===== src/rtl/pipe_latch_elastic_if.sv =====
`default_nettype none
// ---------------------------------------------------------------------------
// pipe_latch_elastic_if : handshake/payload bundle for pipe_latch_elastic
// Rev 1.0
// ---------------------------------------------------------------------------
interface pipe_latch_elastic_if #(
  parameter int N  = 64,
  parameter int CW = 2
);
  logic          flush;
  logic          in_valid;
  logic          in_ready;
  logic [N-1:0]  data_in;
  logic          out_valid;
  logic          out_ready;
  logic [N-1:0]  data_out;
  logic [CW-1:0] count;
  logic          full;
  logic          empty;

  modport master (
    output flush, in_valid, data_in, out_ready,
    input  in_ready, out_valid, data_out, count, full, empty
  );

  modport slave (
    input  flush, in_valid, data_in, out_ready,
    output in_ready, out_valid, data_out, count, full, empty
  );
endinterface
`default_nettype wire


===== src/rtl/pipe_latch_elastic.sv =====
`default_nettype none
// ---------------------------------------------------------------------------
// pipe_latch_elastic : elastic in-order pipeline buffer of DEPTH entries
// Rev 1.0
// ---------------------------------------------------------------------------
module pipe_latch_elastic #(
  parameter int N     = 64,
  parameter int DEPTH = 2,
  parameter int CW    = 2
) (
  input  wire logic            clk,
  input  wire logic            rst,
  pipe_latch_elastic_if.slave  bus
);
  localparam int c_PW = (DEPTH > 1) ? $clog2(DEPTH) : 1;

  logic [N-1:0]    r_mem [DEPTH];
  logic [c_PW-1:0] r_rd;
  logic [c_PW-1:0] r_wr;
  logic [CW-1:0]   r_count;

  logic w_in_ready;
  logic w_out_valid;
  logic w_push;
  logic w_pop;

  // Handshake flags depend only on the registered count, never on the peers.
  assign w_in_ready  = (r_count < CW'(DEPTH));
  assign w_out_valid = (r_count != '0);
  assign w_push      = bus.in_valid & w_in_ready;
  assign w_pop       = w_out_valid & bus.out_ready;

  function automatic logic [c_PW-1:0] f_next(input logic [c_PW-1:0] p);
    return (p == c_PW'(DEPTH - 1)) ? '0 : p + c_PW'(1);
  endfunction

  always_ff @(posedge clk) begin
    if (rst || bus.flush) begin
      r_rd    <= '0;
      r_wr    <= '0;
      r_count <= '0;
    end else begin
      if (w_push) r_wr <= f_next(r_wr);
      if (w_pop)  r_rd <= f_next(r_rd);
      case ({w_push, w_pop})
        2'b10:   r_count <= r_count + CW'(1);
        2'b01:   r_count <= r_count - CW'(1);
        default: r_count <= r_count;
      endcase
    end
  end

  // Payload storage carries no reset; only pointers and count are cleared.
  always_ff @(posedge clk) begin
    if (w_push && !bus.flush && !rst) r_mem[r_wr] <= bus.data_in;
  end

  assign bus.in_ready  = w_in_ready;
  assign bus.out_valid = w_out_valid;
  assign bus.data_out  = w_out_valid ? r_mem[r_rd] : '0;
  assign bus.count     = r_count;
  assign bus.full      = (r_count == CW'(DEPTH));
  assign bus.empty     = (r_count == '0);
endmodule
`default_nettype wire


===== src/flat_wrapper.sv =====
// flat-port wrapper written by rule: the top's interface ports become plain ports
module pipe_latch_elastic_flat 
#(
  parameter int N     = 64,
  parameter int DEPTH = 2,
  parameter int CW    = 2
)
  (clk, rst, bus_flush, bus_in_valid, bus_data_in, bus_out_ready, bus_in_ready, bus_out_valid, bus_data_out, bus_count, bus_full, bus_empty);
  pipe_latch_elastic_if #(.N(N), .CW(CW)) bus_i ();
  input  wire logic clk;
  input  wire logic rst;
  input wire logic [$bits(bus_i.flush)-1:0] bus_flush;
  input wire logic [$bits(bus_i.in_valid)-1:0] bus_in_valid;
  input wire logic [$bits(bus_i.data_in)-1:0] bus_data_in;
  input wire logic [$bits(bus_i.out_ready)-1:0] bus_out_ready;
  output wire logic [$bits(bus_i.in_ready)-1:0] bus_in_ready;
  output wire logic [$bits(bus_i.out_valid)-1:0] bus_out_valid;
  output wire logic [$bits(bus_i.data_out)-1:0] bus_data_out;
  output wire logic [$bits(bus_i.count)-1:0] bus_count;
  output wire logic [$bits(bus_i.full)-1:0] bus_full;
  output wire logic [$bits(bus_i.empty)-1:0] bus_empty;
  assign bus_i.flush = bus_flush;
  assign bus_i.in_valid = bus_in_valid;
  assign bus_i.data_in = bus_data_in;
  assign bus_i.out_ready = bus_out_ready;
  assign bus_in_ready = bus_i.in_ready;
  assign bus_out_valid = bus_i.out_valid;
  assign bus_data_out = bus_i.data_out;
  assign bus_count = bus_i.count;
  assign bus_full = bus_i.full;
  assign bus_empty = bus_i.empty;
  pipe_latch_elastic #(.N(N), .DEPTH(DEPTH), .CW(CW)) u_core (.clk(clk), .rst(rst), .bus(bus_i));
endmodule

===== config.mk =====
export PLATFORM = sky130hd
export DESIGN_NAME = pipe_latch_elastic_flat
export DESIGN_NICKNAME = d
export VERILOG_FILES = /design/src/rtl/pipe_latch_elastic_if.sv /design/src/rtl/pipe_latch_elastic.sv /design/src/flat_wrapper.sv
export SDC_FILE = /design/constraint.sdc
export NUM_CORES = 1
export LEC_CHECK = 0
export BUFFER_PORTS_ARGS = -buffer_cell sky130_fd_sc_hd__buf_2
export CAP_MARGIN = 20
export CELL_PAD_IN_SITES_DETAIL_PLACEMENT = 1
export CELL_PAD_IN_SITES_GLOBAL_PLACEMENT = 1
export CORE_MARGIN = 2
export CORE_UTILIZATION = 43
export CTS_CLUSTER_SIZE = 24
export DETAILED_ROUTE_END_ITERATION = 8
export PLACE_DENSITY_LB_ADDON = 0.1
export SLEW_MARGIN = 30
export SYNTH_ARGS = -nofsm -noshare
export SYNTH_HDL_FRONTEND = slang
export SYNTH_SLANG_ARGS = --single-unit

===== constraint.sdc =====
create_clock -name clk -period 10.4 [get_ports clk]
set_input_delay 2.08 -clock clk [delete_from_list [all_inputs] [get_ports clk]]
set_output_delay 2.08 -clock clk [all_outputs]
set_load 0.01 [all_outputs]

==> results.sh, run 1 <==
export IMPL_synthDominantCellAreaShare_pct=75.7
export IMPL_gr_usage_all_layers_pct=17.5
export IMPL_synth_enable_flop_cells=128
export IMPL_max_slew_worst_pin_slew_ns=0.878
export IMPL_worst_endpoint_arrival_ns=1.94
export IMPL_fin_worst_hold_slack_ns=0.567
export IMPL_skew_ns=0.0108
export IMPL_num_nets_final=516
export IMPL_ctsHtreeMaxLevel=4
export IMPL_register_area_um2=3950
export IMPL_clk_path_buf_depth=2
export IMPL_leakage_nw=2.46
export IMPL_timing_max_slew_rel_slack_pct=41.4
export IMPL_fillerInstances=1127
export IMPL_yosys_top_cells_area="sky130_fd_sc_hd__edfxtp_1 (76%), sky130_fd_sc_hd__mux2i_1 (13%), sky130_fd_sc_hd__nor2_1 (4.9%), sky130_fd_sc_hd__dfxtp_1 (2.0%), sky130_fd_sc_hd__buf_6 (1.1%)"
export IMPL_share_comb_of_total_power_pct=5.8
export IMPL_clockRootBuffer="sky130_fd_sc_hd__clkbuf_16"
export IMPL_routedWlPerCell_um=17.8
export IMPL_cts_hold_buffers=0
export IMPL_clock_pin_slew_on_the_worst_setup_and_hold_paths_ns=0.06
export IMPL_post_route_period_util_pct=38.7
export IMPL_gp_congestion=0.686
export IMPL_layout_area_overhead_vs_synth_pct=29.0
export IMPL_largest_net_degree_at_the_start_of_global_routing=66
export IMPL_grt_pass1_vias=3188
export IMPL_p_int_w=0.00105
export IMPL_boundaryPins=139
export IMPL_synth_cell_types=19
export IMPL_post_synth_inst_count=298
export IMPL_setup_violations_final=0
export IMPL_worstHoldPathCells=2
export IMPL_p_total_w=0.00132
export IMPL_drt_pass1_iterations=4
export IMPL_avgSynthCellArea_um2=17.0
export IMPL_vias_per_instance=4.98
export IMPL_asyncSetResetFlopFracSynth_pct=0
export IMPL_total_congestion_overflow=0
export IMPL_post_route_drc_count=0
export IMPL_post_synth_top_area_cell="sky130_fd_sc_hd__edfxtp_1"
export IMPL_critical_path_reg2reg_startpoint="u_core.bus.count[1]"
export IMPL_cap_viol_max_count=0
export IMPL_multi_input_area_um2=1010
export IMPL_cts_inserted_buffers=17
export IMPL_cts_tree="built"
export IMPL_hpwl_um=6780
export IMPL_cts_repair_timing_setup_buffer_count=0
export IMPL_coreArea_um2=11500
export IMPL_ys_seq_elements=133
export IMPL_critical_path_class="reg -> out"
export IMPL_grt_setup_unrepaired="false"
export IMPL_num_rows=39
export IMPL_die_h_um=113
export IMPL_drt_antenna_violating_nets=0
export IMPL_result_of_the_run="completed"
export IMPL_path_max_fanout=65
export IMPL_via_count=2996
export IMPL_final_cell_mix="sky130_fd_sc_hd__buf_2 (138), sky130_fd_sc_hd__edfxtp_1 (128), sky130_fd_sc_hd__nor2_1 (66)"
export IMPL_yosysWarningCount=0
export IMPL_hold_path_class="reg -> reg"
export IMPL_portBuffers=138
export IMPL_initial_core_util_pct=44.3
export IMPL_die_area_um2=12700
export IMPL_timing_final_max_slew_violations=0
export IMPL_power_frac_clock_pct=48.5
export IMPL_synthFlopType="sky130_fd_sc_hd__edfxtp_1"
export IMPL_clock_sink_count=133
export IMPL_start_kind="flop"
export IMPL_synthesis_area_um2=5070
export IMPL_crit_start="u_core.bus.count[1]"
export IMPL_power_per_cell_area_nw_per_um2=202
export IMPL_antenna_diode_count=0
export IMPL_clock_latency_reported_for_the_late_side_of_the_worst_skew_pair_ns=0.41
export IMPL_endpoint_kind="output pin"
export IMPL_fraction_of_layout_cells_with_a_size_suffix_above_1_pct=38.3
export IMPL_report_final_hold_viol_count=0
export IMPL_route_final_wire_length_um=10700
export IMPL_post_cts_resize_count=0
export IMPL_final_common_cell="sky130_fd_sc_hd__buf_2"
export IMPL_dp_worst_setup_slack_ns=6.62
export IMPL_power_share_switching_pct=20.1
export IMPL_total_switching_power_w=0.000266
export IMPL_maxClockFrequency_mhz=249
export IMPL_seqPwrFrac_pct=45.7
export IMPL_nets_in_the_synthesized_netlist=368
export IMPL_timing_final_crit_period_ns=4.02
export IMPL_finalSetupTns_ns=0
export IMPL_worstPathRequired_ns=8.32
export IMPL_fp_dieW_um=113
export IMPL_antenna_found_initial=1
export IMPL_finalWorstSetupSlack_ns=6.38
export IMPL_dr_first_iter_drc_count=149
export IMPL_yosysSeqAreaShare_pct=77.7
export IMPL_ff2ff_path_depth=4
export IMPL_max_vdd_ir_drop_v=0.000109
export IMPL_min_from="u_core.bus.count[1]"
export IMPL_grt_pass1_wl_um=16700
[power by group through the flow]
stage                     Clock, W  Sequential (W)  Combinational (W)
final                     0.000640        0.000603          0.0000760
after floorplan                  0        0.000615          0.0000413
after CTS                 0.000654        0.000604          0.0000777
after detailed placement         0        0.000615          0.0000768
after global placement           0        0.000616          0.0000708
after global routing      0.000673        0.000604          0.0000841
[synthesized netlist by cell type (2+ instances only)]
library cell,count
sky130_fd_sc_hd__mux2i_1,64
sky130_fd_sc_hd__xnor2_1,2
sky130_fd_sc_hd__buf_6,5
sky130_fd_sc_hd__dfxtp_1,5
sky130_fd_sc_hd__inv_1,4
sky130_fd_sc_hd__buf_2,5
sky130_fd_sc_hd__o21ai_0,2
sky130_fd_sc_hd__nor3_1,4
sky130_fd_sc_hd__xor2_1,2
sky130_fd_sc_hd__edfxtp_1,128
sky130_fd_sc_hd__nor2_1,66
sky130_fd_sc_hd__buf_4,4
[critical path, stage by stage (launching register included)]
cell and delay [ns]:
sky130_fd_sc_hd__dfxtp_1 0.36, sky130_fd_sc_hd__or2_1 0.30, sky130_fd_sc_hd__inv_4 0.52, sky130_fd_sc_hd__nor2_1 0.15, sky130_fd_sc_hd__buf_2 0.18
[sequential cells by signal, indices dropped and copies added, names as in the netlist, named ones only]
signal,flops
u_core.r_mem,128
u_core.bus.count,2
u_core.r_rd,1
u_core.r_wr,1
[stage by stage]
stage	cells	util (%)	instance area [um2]
6_report	602	57.1	6550
2_1_floorplan	298	-	5070
3_5_place_dp	570	51.5	5910
5_1_grt	602	57.1	6550
3_3_place_gp	568	51.2	5870
4_1_cts	602	57.1	6550
[final timing paths]
| check | to | slack (ns) |
|---|---|---|
| min | u_core.bus.count[1] | 0.57 |
| max | bus_data_out[29] | 6.38 |
| max reg2reg | u_core.r_mem[0][25] | 8.44 |
| min reg2reg | u_core.bus.count[1] | 0.57 |
[final cells by class]
cell class / instances / area share, %
Clock inverter: 14 / 3.17
Timing Repair Buffer: 143 / 11.5
Sequential cell: 133 / 60.3
Tap cell: 143 / 2.73
Multi-Input combinational cell: 147 / 15.5
Clock buffer: 18 / 6.56
Inverter: 4 / 0.268
[metal layers]
metal  share of wire, %  global-route usage [%]  vias to the layer above
li1                   -                       -                     1398
met1                 39                    20.5                     1479
met2                 52                    29.9                      105
met3                7.0                    6.16                       12
met4                1.3                    6.59                        2
met5               0.12                       0                        -
[cell families after synthesis]
group	synth area share, %
mux	12.6
flops	77.7
xor+xnor	0.690
compound gates	0.345
buf+inv	2.49
simple gates	5.89
fa+ha+maj	0.247
Power figures use the tool's default switching activity.
==> inputs of run 2 (changes only) <==
--- a/config.mk
+++ b/config.mk
@@ -10,7 +10,7 @@
 export CELL_PAD_IN_SITES_DETAIL_PLACEMENT = 1
 export CELL_PAD_IN_SITES_GLOBAL_PLACEMENT = 1
 export CORE_MARGIN = 2
-export CORE_UTILIZATION = 43
+export CORE_UTILIZATION = 38
 export CTS_CLUSTER_SIZE = 24
 export DETAILED_ROUTE_END_ITERATION = 8
 export PLACE_DENSITY_LB_ADDON = 0.1
==> constraint.sdc (replaced) <==
create_clock -name clk -period 3.55 [get_ports clk]
set_input_delay 0.71 -clock clk [delete_from_list [all_inputs] [get_ports clk]]
set_output_delay 0.71 -clock clk [all_outputs]
set_load 0.01 [all_outputs]
==> run 2 against run 1 <==
Effect of this change:
- register-to-register slack got worse by 6.6 ns
- utilization decreased by 7.7 points
- non-clock buffer count increased by 2
- cell area decreased by 0.97%
- via count decreased by 3.3%
- setup slack got worse by 5.5 ns
- largest cell class unchanged
- global-route usage decreased by 2.3 points
- flip-flop and latch count unchanged
- critical path depth unchanged
- count of clock-buffer cells in the layout increased by 4
==> results.sh, run 2 (same netlist as run 1, synthesis figures left out) <==
export IMPL_result_of_the_run="completed"
export IMPL_clock_sink_count=133
export IMPL_gr_usage_all_layers_pct=15.2
export IMPL_fraction_of_layout_cells_with_a_size_suffix_above_1_pct=36.7
export IMPL_p_int_w=0.00279
export IMPL_routedWlPerCell_um=16.3
export IMPL_layout_area_overhead_vs_synth_pct=27.7
export IMPL_timing_max_slew_rel_slack_pct=58.4
export IMPL_max_slew_worst_pin_slew_ns=0.624
export IMPL_num_rows=42
export IMPL_clock_latency_reported_for_the_late_side_of_the_worst_skew_pair_ns=0.41
export IMPL_share_comb_of_total_power_pct=6.4
export IMPL_cts_repair_timing_setup_buffer_count=0
export IMPL_power_frac_clock_pct=43.1
export IMPL_largest_net_degree_at_the_start_of_global_routing=66
export IMPL_clock_pin_slew_on_the_worst_setup_and_hold_paths_ns=0.05
export IMPL_via_count=2898
export IMPL_grt_pass1_wl_um=16000
export IMPL_post_route_period_util_pct=75.2
export IMPL_timing_final_crit_period_ns=2.67
export IMPL_vias_per_instance=4.56
export IMPL_antenna_diode_count=0
export IMPL_num_nets_final=518
export IMPL_grt_setup_unrepaired="false"
export IMPL_post_cts_resize_count=0
export IMPL_seqPwrFrac_pct=50.5
export IMPL_die_h_um=120
export IMPL_cts_inserted_buffers=17
export IMPL_max_vdd_ir_drop_v=0.000264
export IMPL_fin_worst_hold_slack_ns=0.485
export IMPL_skew_ns=0.00428
export IMPL_antenna_found_initial=1
export IMPL_hold_path_class="in -> reg"
export IMPL_total_congestion_overflow=0
export IMPL_largest_reg_flops=128
export IMPL_worst_endpoint_arrival_ns=1.96
export IMPL_gp_congestion=0.724
export IMPL_worstPathRequired_ns=2.84
export IMPL_leakage_nw=2.42
export IMPL_final_common_cell="sky130_fd_sc_hd__buf_2"
export IMPL_final_cell_mix="sky130_fd_sc_hd__buf_2 (138), sky130_fd_sc_hd__edfxtp_1 (128), sky130_fd_sc_hd__nor2_1 (66)"
export IMPL_start_kind="flop"
export IMPL_critical_path_class="reg -> out"
export IMPL_boundaryPins=139
export IMPL_power_share_switching_pct=20.4
export IMPL_portBuffers=138
export IMPL_dp_worst_setup_slack_ns=1.21
export IMPL_route_final_wire_length_um=10300
export IMPL_fin_cells=636
export IMPL_hpwl_um=6540
export IMPL_ctsHtreeMaxLevel=4
export IMPL_critical_path_reg2reg_startpoint="u_core.bus.count[1]"
export IMPL_drt_antenna_violating_nets=0
export IMPL_cts_hold_buffers=0
export IMPL_register_name_with_the_most_flops="u_core.r_mem"
export IMPL_dp_cells=604
export IMPL_post_route_drc_count=0
export IMPL_setup_violations_final=0
export IMPL_path_max_fanout=35
export IMPL_clk_path_buf_depth=2
export IMPL_endpoint_kind="output pin"
export IMPL_power_per_cell_area_nw_per_um2=541
export IMPL_report_final_hold_viol_count=0
export IMPL_fp_dieW_um=120
export IMPL_finalWorstSetupSlack_ns=0.879
export IMPL_min_from="bus_data_in[54]"
export IMPL_timing_final_max_slew_violations=0
export IMPL_die_area_um2=14300
export IMPL_grt_pass1_vias=3130
export IMPL_cap_viol_max_count=0
export IMPL_drt_pass1_iterations=4
export IMPL_clockRootBuffer="sky130_fd_sc_hd__clkbuf_16"
export IMPL_initial_core_util_pct=38.6
export IMPL_total_switching_power_w=0.000717
export IMPL_finalSetupTns_ns=0
export IMPL_coreArea_um2=13100
export IMPL_dr_first_iter_drc_count=121
export IMPL_cts_tree="built"
export IMPL_maxClockFrequency_mhz=374
run 2: cell count changes in the layout (fill, tap and decap cells not counted):
| cell | before | now |
|---|---|---|
| sky130_fd_sc_hd__bufinv_16 | 5 | 1 |
| sky130_fd_sc_hd__clkbuf_1 | 1 | 5 |
| sky130_fd_sc_hd__clkinv_1 | 2 | 6 |
| sky130_fd_sc_hd__clkinvlp_4 | 3 | 0 |
| sky130_fd_sc_hd__buf_4 | 3 | 5 |
| sky130_fd_sc_hd__and3_2 | 1 | 0 |
| sky130_fd_sc_hd__and3_4 | 0 | 1 |
| sky130_fd_sc_hd__clkinv_4 | 1 | 0 |
| sky130_fd_sc_hd__inv_2 | 0 | 1 |
| sky130_fd_sc_hd__inv_4 | 1 | 0 |
| sky130_fd_sc_hd__inv_6 | 1 | 0 |
| sky130_fd_sc_hd__nor4_2 | 1 | 0 |
| sky130_fd_sc_hd__nor4_4 | 0 | 1 |
run 2: layout make-up:
cell class	instances	area, um2
timing repair buffer	145	768
fill	1351	6660
inverter	4	15.0
sequential	133	3950
multi-input combinational	147	1020
tap	176	220
clock buffer	22	444
clock inverter	9	62.6
run 2: routing by layer:
metal  routed length (um)  up-vias  track usage [%]  part of all wire (%)
li1                     -     1398                -                     -
met1                 4370     1377             18.0                    42
met2                 5050       99             24.4                    49
met3                  684       22             5.89                   6.6
met4                  216        2             7.50                   2.1
met5                   13        -                0                  0.13
run 2: worst max-delay path: stages (launching register included):
cell and delay, ns:
sky130_fd_sc_hd__dfxtp_4 0.74, sky130_fd_sc_hd__buf_4 0.35, sky130_fd_sc_hd__mux2i_1 0.25, sky130_fd_sc_hd__nor2_1 0.05, sky130_fd_sc_hd__buf_2 0.15
run 2: metrics by stage:
step / area, um2 / total power (W) / util (%)
floorplan: 5090 / 0.00192 / -
global placement: 5960 / 0.00203 / 45.3
detailed placement: 5960 / 0.00203 / 45.3
CTS: 6460 / 0.00355 / 49.2
global route: 6480 / 0.00364 / 49.3
finish: 6480 / 0.00351 / 49.3
run 2: worst paths after layout:
kind                                             to  slack [ns]  cells past startpoint
worst max-delay path               bus_data_out[62]        0.88                      4
worst min-delay path            u_core.r_mem[0][54]        0.49                      1
worst min register to register  u_core.bus.count[1]        0.57                      2
worst max register to register  u_core.r_mem[0][32]        1.80                      4
run 2: power groups by stage:
stage / Sequential, W / Combinational [W] / Clock, W
5_1_grt: 0.00177 / 0.000250 / 0.00162
4_1_cts: 0.00177 / 0.000230 / 0.00155
3_3_place_gp: 0.00180 / 0.000224 / 0
2_1_floorplan: 0.00180 / 0.000122 / 0
6_report: 0.00177 / 0.000224 / 0.00151
3_5_place_dp: 0.00180 / 0.000228 / 0
